`src/rtl/s_const_gen_pipe.sv`:
```
// Pipelined S-register constant generator: expands an A operand or selects a built-in float constant.
// Define S_CONST_GEN_NORM_EN to normalise the integer-to-float mode (j=2) in the output stage.
module s_const_gen_pipe #(
  parameter int AW  = 24,
  parameter int LAT = 2,
  parameter int TW  = 3
) (
  input  logic          clk,
  input  logic          rst_n,
  input  logic          i_valid,
  input  logic [2:0]    i_j,
  input  logic [AW-1:0] i_ak,
  input  logic [TW-1:0] i_dest,
  input  logic          i_flush,
  output logic          o_valid,
  output logic [63:0]   o_result,
  output logic [TW-1:0] o_dest,
  output logic          o_busy
);

  // Stages 1..NP hold raw operands; the output register is stage LAT.
  localparam int NP = LAT - 1;

  localparam logic [14:0] EXP_I2F = 15'o40060;

  logic [NP:1]   pv;
  logic [2:0]    pj    [1:NP];
  logic [AW-1:0] pak   [1:NP];
  logic [TW-1:0] pdest [1:NP];

  logic [AW-1:0] ak_l;
  logic [AW-1:0] mag;
  logic          sgn;
  logic [47:0]   coef;
  logic [63:0]   i2f;
  logic [63:0]   res_d;
  logic          load_out;

  assign ak_l = pak[NP];
  assign sgn  = ak_l[AW-1];
  assign mag  = sgn ? -ak_l : ak_l;
  assign coef = 48'(mag);

`ifdef S_CONST_GEN_NORM_EN
  logic [5:0]  lz;
  logic        found;
  logic [47:0] coef_n;
  logic [14:0] exp_n;

  always_comb begin
    lz    = 6'd0;
    found = 1'b0;
    for (int i = 47; i >= 0; i--) begin
      if (!found) begin
        if (coef[i]) found = 1'b1;
        else         lz    = lz + 6'd1;
      end
    end
    coef_n = coef << lz;
    exp_n  = EXP_I2F - {9'd0, lz};
    // A zero magnitude has no leading one; return true zero with the sign dropped.
    i2f = (coef == 48'd0) ? 64'd0 : {sgn, exp_n, coef_n};
  end
`else
  assign i2f = {sgn, EXP_I2F, coef};
`endif

  always_comb begin
    res_d = 64'd0;
    case (pj[NP])
      3'd0:    res_d = 64'(ak_l);
      3'd1:    res_d = 64'($signed(ak_l));
      3'd2:    res_d = i2f;
      3'd3:    res_d = 64'o0400606000000000000000;
      3'd4:    res_d = 64'o0400004000000000000000;
      3'd5:    res_d = 64'o0400014000000000000000;
      3'd6:    res_d = 64'o0400024000000000000000;
      default: res_d = 64'o0400034000000000000000;
    endcase
  end

  assign load_out = pv[NP] & ~i_flush;

  always_ff @(posedge clk or negedge rst_n) begin
    if (!rst_n) begin
      pv <= '0;
      for (int k = 1; k <= NP; k++) begin
        pj[k]    <= '0;
        pak[k]   <= '0;
        pdest[k] <= '0;
      end
      o_valid  <= 1'b0;
      o_result <= 64'd0;
      o_dest   <= '0;
    end else begin
      // A flush never kills the op issued on the same edge.
      pv[1] <= i_valid;
      if (i_valid) begin
        pj[1]    <= i_j;
        pak[1]   <= i_ak;
        pdest[1] <= i_dest;
      end
      for (int k = 2; k <= NP; k++) begin
        pv[k] <= pv[k-1] & ~i_flush;
        if (pv[k-1]) begin
          pj[k]    <= pj[k-1];
          pak[k]   <= pak[k-1];
          pdest[k] <= pdest[k-1];
        end
      end
      o_valid <= load_out;
      if (load_out) begin
        o_result <= res_d;
        o_dest   <= pdest[NP];
      end
    end
  end

  assign o_busy = (|pv) | o_valid;

endmodule

```
`config.mk`:
```
export PLATFORM = sky130hd
export DESIGN_NAME = s_const_gen_pipe
export DESIGN_NICKNAME = d
export VERILOG_FILES = /design/src/rtl/s_const_gen_pipe.sv
export SDC_FILE = /design/constraint.sdc
export NUM_CORES = 1
export LEC_CHECK = 0
export ABC_CLOCK_PERIOD_IN_PS = 1960
export CAP_MARGIN = 10
export CELL_PAD_IN_SITES_DETAIL_PLACEMENT = 0
export CELL_PAD_IN_SITES_GLOBAL_PLACEMENT = 1
export CORE_MARGIN = 2
export CORE_UTILIZATION = 36
export DETAILED_ROUTE_END_ITERATION = 8
export MAX_ROUTING_LAYER = met4
export PLACE_DENSITY = 0.8
export SLEW_MARGIN = 20
export SYNTH_ARGS = -nofsm -noshare
export SYNTH_HDL_FRONTEND = slang
export SYNTH_SLANG_ARGS = --single-unit
```
`constraint.sdc`:
```
create_clock -name clk -period 1.96 [get_ports clk]
set_input_delay 0.294 -clock clk [delete_from_list [all_inputs] [get_ports clk]]
set_output_delay 0.294 -clock clk [all_outputs]
set_load 0.03 [all_outputs]
```
; Word-level counts from Yosys, hierarchy flattened
; Index checks and enable logic that the tools add are counted.
[op_classes]
addsub = 1
eq_ne = 6
n_mux = 2
bitwise = 3
n_reduce_logical = 1
[ops]
columns = cell, n
row1 = 64-bit case mux with 7 select lines, 1
row2 = 24-bit 2-to-1 mux, 1
row3 = 24-bit negator, 1
row4 = "3-bit equality test, second input constant", 3
row5 = "3-bit by 2-bit equality test with 1-bit output, second input constant", 2
row6 = "3-bit by 1-bit equality test with 1-bit output, second input constant", 1
row7 = 3-bit logical NOT, 1
row8 = 1-bit AND, 1
row9 = 1-bit NOT, 1
row10 = 1-bit bitwise OR, 1
[totals]
reg_bits = 99
inputBits = 34
output_inout_bits = 69
wordCells = 20

; Logic depth before layout (Yosys ltp)
; Gate-level depths: netlist of run 1.
[depth]
depth_word = 3
ltp_mapped = 7
depth_no_buf = 7

; Least setup slack after synthesis of run 1
; OpenSTA, ideal clock, no wires.
[synth_timing]
path_kind = register to register
from = reg pak (netlist bit ak_l[0])
to = reg o_result[12]
setup_time_ps = 126
t_arrival_ps = 1668
t_required_ps = 1834
slack_ps = 166
path_stages_with_launch = 8
n_path_buf = 0
synth_period_minus_slack_ps = 1794
path_cell_list = dfrtp_1 -> inv_1 -> ha_1 -> nor3b_1 -> nand2_1 -> o21a_1 -> nor3b_1 -> a221o_1
[synth_between]
elab_chain_cells = 3
[synth_lines]
columns = element, line
row1 = "start, declared", 28  ; logic [AW-1:0] pak [1:NP];
row2 = "start signal, assigned by index", 107  ; pak[k] <= pak[k-1];
row3 = 24-bit negator, 41  ; assign mag = sgn ? -ak_l : ak_l;
row4 = 24-bit 2-to-1 mux, 41
row5 = 64-bit case mux with 7 select lines, 70  ; case (pj[NP])
row6 = "end signal, assigned", 113  ; o_result <= res_d;
row7 = "end, declared", 16  ; output logic [63:0] o_result,
; No other way between the ends.
; A chain may end at the register's enable or synchronous reset.

; Worst setup path in the final report of run 1
[layout_timing]
from = reg pak (netlist bit ak_l[11])
to = reg o_result[15]
; The elaborated chain is that of the path after synthesis.

==> results of run 1 <==
cells in the mapped netlist (3+ instances only):
cell | number | area share
dfrtp_1 | 67 | 0.48
nand2_1 | 51 | 0.055
buf_4 | 32 | 0.069
mux2_2 | 27 | 0.087
o21ai_0 | 24 | 0.034
a21oi_1 | 18 | 0.026
nor2_1 | 14 | 0.015
clkbuf_1 | 13 | 0.014
o31ai_1 | 7 | 0.015
nand3_1 | 6 | 0.0086
nor3_1 | 6 | 0.0086
a22oi_1 | 4 | 0.0086
inv_1 | 4 | 0.0043
nor4_1 | 4 | 0.0072
xor2_1 | 4 | 0.010
a21o_1 | 3 | 0.0065
buf_1 | 3 | 0.0032
nor2b_1 | 3 | 0.0054
o221ai_1 | 3 | 0.0075
or2_2 | 3 | 0.0054
cell type report:
class | count | area [µm²]
fillers | 873 | 4280
flip-flops and latches | 67 | 1680
multi-input cells | 224 | 1580
repair buffers | 149 | 1400
well taps | 129 | 161
clock buffers | 11 | 151
clock inverters | 5 | 60.1
inverters | 5 | 18.8
how the worst max path moves through the flow:
stage / startpoint / end / depth (start not counted)
6_report: ak_l[11] / o_result[15] / 6
5_1_grt: ak_l[9] / o_result[15] / 6
4_1_cts: ak_l[1] / o_result[10] / 9
3_5_place_dp: i_flush / o_result[10] / 6
3_3_place_gp: i_flush / o_result[16] / 8
2_1_floorplan: ak_l[0] / o_result[12] / 7
stage by stage:
stage	TNS (ns)	hold WS, ns	std cells	utilization
6_report	0	0.469	590	0.541
2_1_floorplan	0	-0.00159	346	-
5_1_grt	-0.141	0.493	590	0.541
3_3_place_gp	0	0.341	573	0.508
4_1_cts	-0.000998	0.472	590	0.528
3_5_place_dp	-0.0469	0.347	573	0.508
sequential cells by signal, indices dropped and copies added (netlist names):
| name | cells |
|---|---|
| o_result | 32 |
| ak_l | 24 |
| o_dest | 3 |
| pdest | 3 |
| pj | 3 |
| o_valid | 1 |
| pv | 1 |
what timing repair did:
item                                   in CTS  in global routing
gates cloned                                0                  0
endpoints found under the hold margin      67                  0
pin swaps                                   0                  5
setup endpoints to repair                  34                 15
resized for setup                          32                 23
hold buffers                                1                  0
tightest hold or removal path: cells and delay by family (launching register included):
| family | cells | cell delay, ns |
|---|---|---|
| AND/OR/NAND/NOR | 2 | 0.10 |
| flip-flops | 1 | 0.35 |
layer usage:
metal	vias to the layer above	global-route usage
li1	1427	-
met1	1455	0.236
met2	140	0.301
met3	16	0.0472
met4	0	0.0492
met5	-	-
report_power, final:
part           internal (mW)  switching [mW]
sequential              1.55           0.128
clock                  0.662           0.567
combinational          0.581           0.727
total                   2.79            1.42
kinds of logic after synthesis:
group	share of synthesized area
and+or+nand+nor	0.160
AOI/OAI and AO/OA	0.162
DFF	0.481
buffers and inverters	0.0962
muxes	0.0872
xor gates and xnor gates	0.0100
adders and majority gates	0.00359
==> impl_results.md, run 1 <==
* Status: finished, final reports clean
* Max_cap viols at 0
* Starting Density at 0.374
* Critical-path cell list: buf_6, or4_4, or3_4, o31ai_4, or3_1, nand3_1
* Relative slew slack at 0.597
* Static Leak at 2.25 nW
* Worst-Skew Late Latency at 0.35 ns
* # Post-CTS Setup Buffers at 0
* RR Endpoint: o_result[15]
* Most frequent cells in the layout: clkdlybuf4s50_1, dfrtp_1, nand2_1
* Synth Register Bits at 67
* Gpl congestion at 0.874
* Gate Count Post-Synth at 346
* Synth Cell Area at 0.00349 mm²
* Worst Max-Slew Pin Slew at 0.602 ns
* Mapped Nets at 381
* Total gr overflow at 0
* Die span in y at 102 µm
* First-pass GRT wire length at 14600 µm
* Top sig layer: met4
* Post-Route WL at 9240 µm
* Peak per-stage delay on the critical path at 0.54 ns
* Drt pass-1 iters at 4
* Max Freq at 518 MHz
* Hold EP: o_result[63]
* Number of synthesized flops with an enable pin at 0
* CP Data Arrival Time at 2.15 ns
* Vias per cell at 5.15
* Num Clock Sinks at 67
* Hold Path Class: flip-flop to flip-flop
* Main synth FF type: dfrtp_1
* Clock-pin slew on the worst setup and hold paths at 0.08 ns
* Clock skew at 0.0107 ns
* PwrDens at 835 mW/mm²
* Crit end category: flip-flop
* Hold Vio Cnt, Final at 0
* Layout Nets at 491
* RSZ-0062 raised after global routing: yes
* DPL Wire Length at 6540 µm
* First DRT Iteration DRCs at 128
* Post-route DRC violation count at 0
* Vias at 3038
* Root Buffer: clkbuf_8
* Most common cell after layout, fill and taps aside: clkdlybuf4s50_1
* Reg2reg setup slack at 0.03 ns
* CORE AREA at 0.00933 mm²
* Crit path buf inv count at 1
* CTS H-Tree Depth at 3
* CTS tree: done
* Met2 wire length at 4430 µm
* Max-slew violations at 0
* IO buf count at 102
* Post-synth cell types at 56
* Vias in the first global route at 2950
* Power consumption at 4.21 mW
* Rows at 35
* Endpoints failing setup at 0
* Crit-path slowest cell: or4_4
* Critical path launch point type: flip-flop
* Hold Crit Depth at 2
* Post-synthesis sequential area ratio at 0.481
* Die area at 0.0105 mm²
* Final WS setup at 0.0313 ns
* YS warnings at 0
* Met3 WL post-DR at 543 µm
* Num CTS Buffers at 9
* Final min period at 1.93 ns
* Syn Area/Cell at 10.1 µm²
* Die Span X at 102 µm
* Tot GR Track Use at 0.187
* CP Max Fanout at 3
* Antenna-violating nets left at 0
* Hold Crit Start: o_result[63]
* DR WL/cell at 15.7 µm
* Post-Route M1 WL at 4110 µm
* Deepest clock path buffer count at 2
* Worst path required time at 2.18 ns
* CP top delay family: simple AND/OR/NAND/NOR gates
* Layout cells sized above 1 at 0.256
* Initial antenna violation count at 0
* I/O pins at 103
* ANT cells at 0
* Async S/R FF share, synth at 1.00
* Worst r2r path cells at 6
* Crit Path Class: flip-flop to flip-flop
* Post-DP Area at 0.00474 mm²
* Largest net degree at the start of global routing at 68
* Syn-to-layout area delta at 44.7%
* Pre-CTS setup slack at -0.0203 ns
* Period utilisation layout at 0.984
* RR Startpoint: ak_l[11]
* Max VDD drop at 348 µV
* Finished Cell Area at 0.00504 mm²
Note: power is estimated with default switching activity, not from simulation.
==> inputs of run 2 (changes only) <==
--- a/config.mk
+++ b/config.mk
@@ -5,7 +5,7 @@
 export SDC_FILE = /design/constraint.sdc
 export NUM_CORES = 1
 export LEC_CHECK = 0
-export ABC_CLOCK_PERIOD_IN_PS = 1960
+export ABC_CLOCK_PERIOD_IN_PS = 2200
 export CAP_MARGIN = 10
 export CELL_PAD_IN_SITES_DETAIL_PLACEMENT = 0
 export CELL_PAD_IN_SITES_GLOBAL_PLACEMENT = 1
==> constraint.sdc (replaced) <==
create_clock -name clk -period 2.2 [get_ports clk]
set_input_delay 0.33 -clock clk [delete_from_list [all_inputs] [get_ports clk]]
set_output_delay 0.33 -clock clk [all_outputs]
set_load 0.03 [all_outputs]
==> impl_results.md, run 2 (synthesized netlist as in run 1, its figures left out) <==
* Crit-path slowest cell: clkdlybuf4s50_1
* Vias in the first global route at 2749 (-6.8%)
* Layout Nets at 470 (-4.3%)
* Starting Density at 0.374 (unchanged)
* Met3 WL post-DR at 530 µm (-2.4%)
* Status: finished, final reports clean
* Total gr overflow at 0 (unchanged)
* Period utilisation layout at 0.915
* Static Leak at 1.97 nW (-12%)
* Crit end category: output port
* Endpoints failing setup at 0 (unchanged)
* RSZ-0062 raised after global routing: no
* # Post-CTS Setup Buffers at 0 (unchanged)
* Die span in y at 102 µm (unchanged)
* CP top delay family: buffers and inverters
* Crit Path Class: flip-flop to output port
* Worst path required time at 1.87 ns (-0.31 ns)
* Layout cells sized above 1 at 0.195 (-0.0605)
* Deepest clock path buffer count at 2 (unchanged)
* CTS H-Tree Depth at 3 (unchanged)
* Antenna-violating nets left at 0 (unchanged)
* Max Freq at 497 MHz
* Clock-pin slew on the worst setup and hold paths at 0.07 ns (about the same)
* Tot GR Track Use at 0.179 (-0.00803)
* CP Data Arrival Time at 1.68 ns (-0.47 ns)
* Initial antenna violation count at 0 (unchanged)
* Gpl congestion at 0.917 (+5.0%)
* I/O pins at 103 (unchanged)
* Max-slew violations at 0 (unchanged)
* Max VDD drop at 453 µV (+30%)
* CP Max Fanout at 32 (+29)
* Top sig layer: met4
* ANT cells at 0 (unchanged)
* Met2 wire length at 3970 µm (-10%)
* First-pass GRT wire length at 14000 µm (-4.0%)
* First DRT Iteration DRCs at 170 (+33%)
* Final min period at 2.01 ns
* Hold buffer count at cts at 0 (-1)
* Die area at 0.0105 mm² (unchanged)
* Syn-to-layout area delta at 37.7%
* Most frequent cells in the layout: clkdlybuf4s50_1, dfrtp_1, nand2_1
* Die Span X at 102 µm (unchanged)
* Register with the most flip-flops: o_result
* Num CTS Buffers at 9 (unchanged)
* PwrDens at 801 mW/mm² (-4.1%)
* Fillers at 876 (+0.34%)
* Post-Route M1 WL at 4100 µm (-0.27%)
* Power consumption at 3.84 mW (-8.7%)
* Hold Vio Cnt, Final at 0 (unchanged)
* Crit path buf inv count at 2 (+1)
* Largest register FFs at 32 (unchanged)
* Post-Route WL at 8700 µm (-5.8%)
* Vias per cell at 5.09 (-1.1%)
* DPL Wire Length at 6380 µm (-2.5%)
* Max_cap viols at 0 (unchanged)
* Clock skew at 0.00763 ns (-0.00303 ns)
* Largest net degree at the start of global routing at 36 (-47%)
* Critical path launch point type: flip-flop
* Root Buffer: clkbuf_8
* IO buf count at 102 (unchanged)
* Worst Max-Slew Pin Slew at 0.661 ns (+0.0590 ns)
* Relative slew slack at 0.559 (-0.0379)
* Hold Path Class: input port to async pin
* Num Clock Sinks at 67 (unchanged)
* CTS tree: done
* Vias at 2897 (-4.6%)
* Worst-Skew Late Latency at 0.35 ns (about the same)
* Rows at 35 (unchanged)
* Post-route DRC violation count at 0 (unchanged)
* Most common cell after layout, fill and taps aside: clkdlybuf4s50_1
* Critical-path cell list: buf_4, clkdlybuf4s50_1
* CORE AREA at 0.00933 mm² (unchanged)
* Post-CTS resize count at 0 (-100%)
* Peak per-stage delay on the critical path at 0.72 ns (+0.18 ns)
* DR WL/cell at 15.3 µm (-2.3%)
* Drt pass-1 iters at 5 (+1)
* Setup TNS at 0 ns (unchanged)
[run 2: changes by cell type in the layout (fill, tap and decap cells not counted), sizes merged]
cell	previous run	this run
dlygate4sd2	31	0
inv	5	4
buf	47	27
clkdlybuf4s50	69	101
clkinvlp	1	0
dlygate4sd3	1	0
dlymetal6s2s	1	0
bufinv	1	3
[run 2: layout make-up]
class                           count  area, µm²  area share
Multi-Input combinational cell    224       1480       0.308
Clock inverter                      5        100      0.0208
Clock buffer                       11        141      0.0295
Tap cell                          129        161      0.0336
Inverter                            5       18.8     0.00391
Timing Repair Buffer              128       1220       0.255
Sequential cell                    67       1680       0.349
[run 2: per-stage QoR]
| step | util | worst slack [ns] | std cells | area (µm²) | hold slack, ns |
|---|---|---|---|---|---|
| finish | 0.515 | 0.188 | 569 | 4800 | 0.0184 |
| global route | 0.515 | 0.0415 | 569 | 4800 | 0.0596 |
| CTS | 0.514 | 0.147 | 569 | 4800 | 0.0242 |
| detailed placement | 0.488 | 0.141 | 553 | 4550 | 0.397 |
| global placement | 0.488 | 0.180 | 553 | 4550 | 0.395 |
| floorplan | - | 0.406 | 346 | 3490 | 0.0344 |
[run 2: power by group]
part | switching [mW] | leakage, nW | internal, mW | total [mW]
Combinational | 0.600 | 1.02 | 0.483 | 1.08
Sequential | 0.127 | 0.826 | 1.38 | 1.51
Clock | 0.475 | 0.123 | 0.781 | 1.26
Total | 1.20 | 1.97 | 2.64 | 3.84
[run 2: worst paths after layout]
kind | to | cells after the start | start | slack, ns
min in group clk | o_dest[1] | 2 | pdest[1] | 0.47
max reg2reg | o_result[19] | 6 | ak_l[14] | 0.20
min | ak_l[15] | 2 | rst_n | 0.02
max in group asynchronous | o_result[47] | 2 | rst_n | 1.86
max | o_result[33] | 2 | o_result[61] | 0.19
min reg2reg | o_dest[1] | 2 | pdest[1] | 0.47
[run 2: per-layer routing]
layer / vias up / track usage
met4: 0 / 0.0667
met3: 13 / 0.0356
met5: - / -
met1: 1385 / 0.238
met2: 117 / 0.272
li1: 1382 / -
==> inputs of run 3 (changes only) <==
--- a/config.mk
+++ b/config.mk
@@ -11,6 +11,7 @@
 export CELL_PAD_IN_SITES_GLOBAL_PLACEMENT = 1
 export CORE_MARGIN = 2
 export CORE_UTILIZATION = 36
+export CTS_CLUSTER_SIZE = 12
 export DETAILED_ROUTE_END_ITERATION = 8
 export MAX_ROUTING_LAYER = met4
 export PLACE_DENSITY = 0.8
==> results of run 3 <==
Final layout, timing and power as in run 2 (identical DEF).
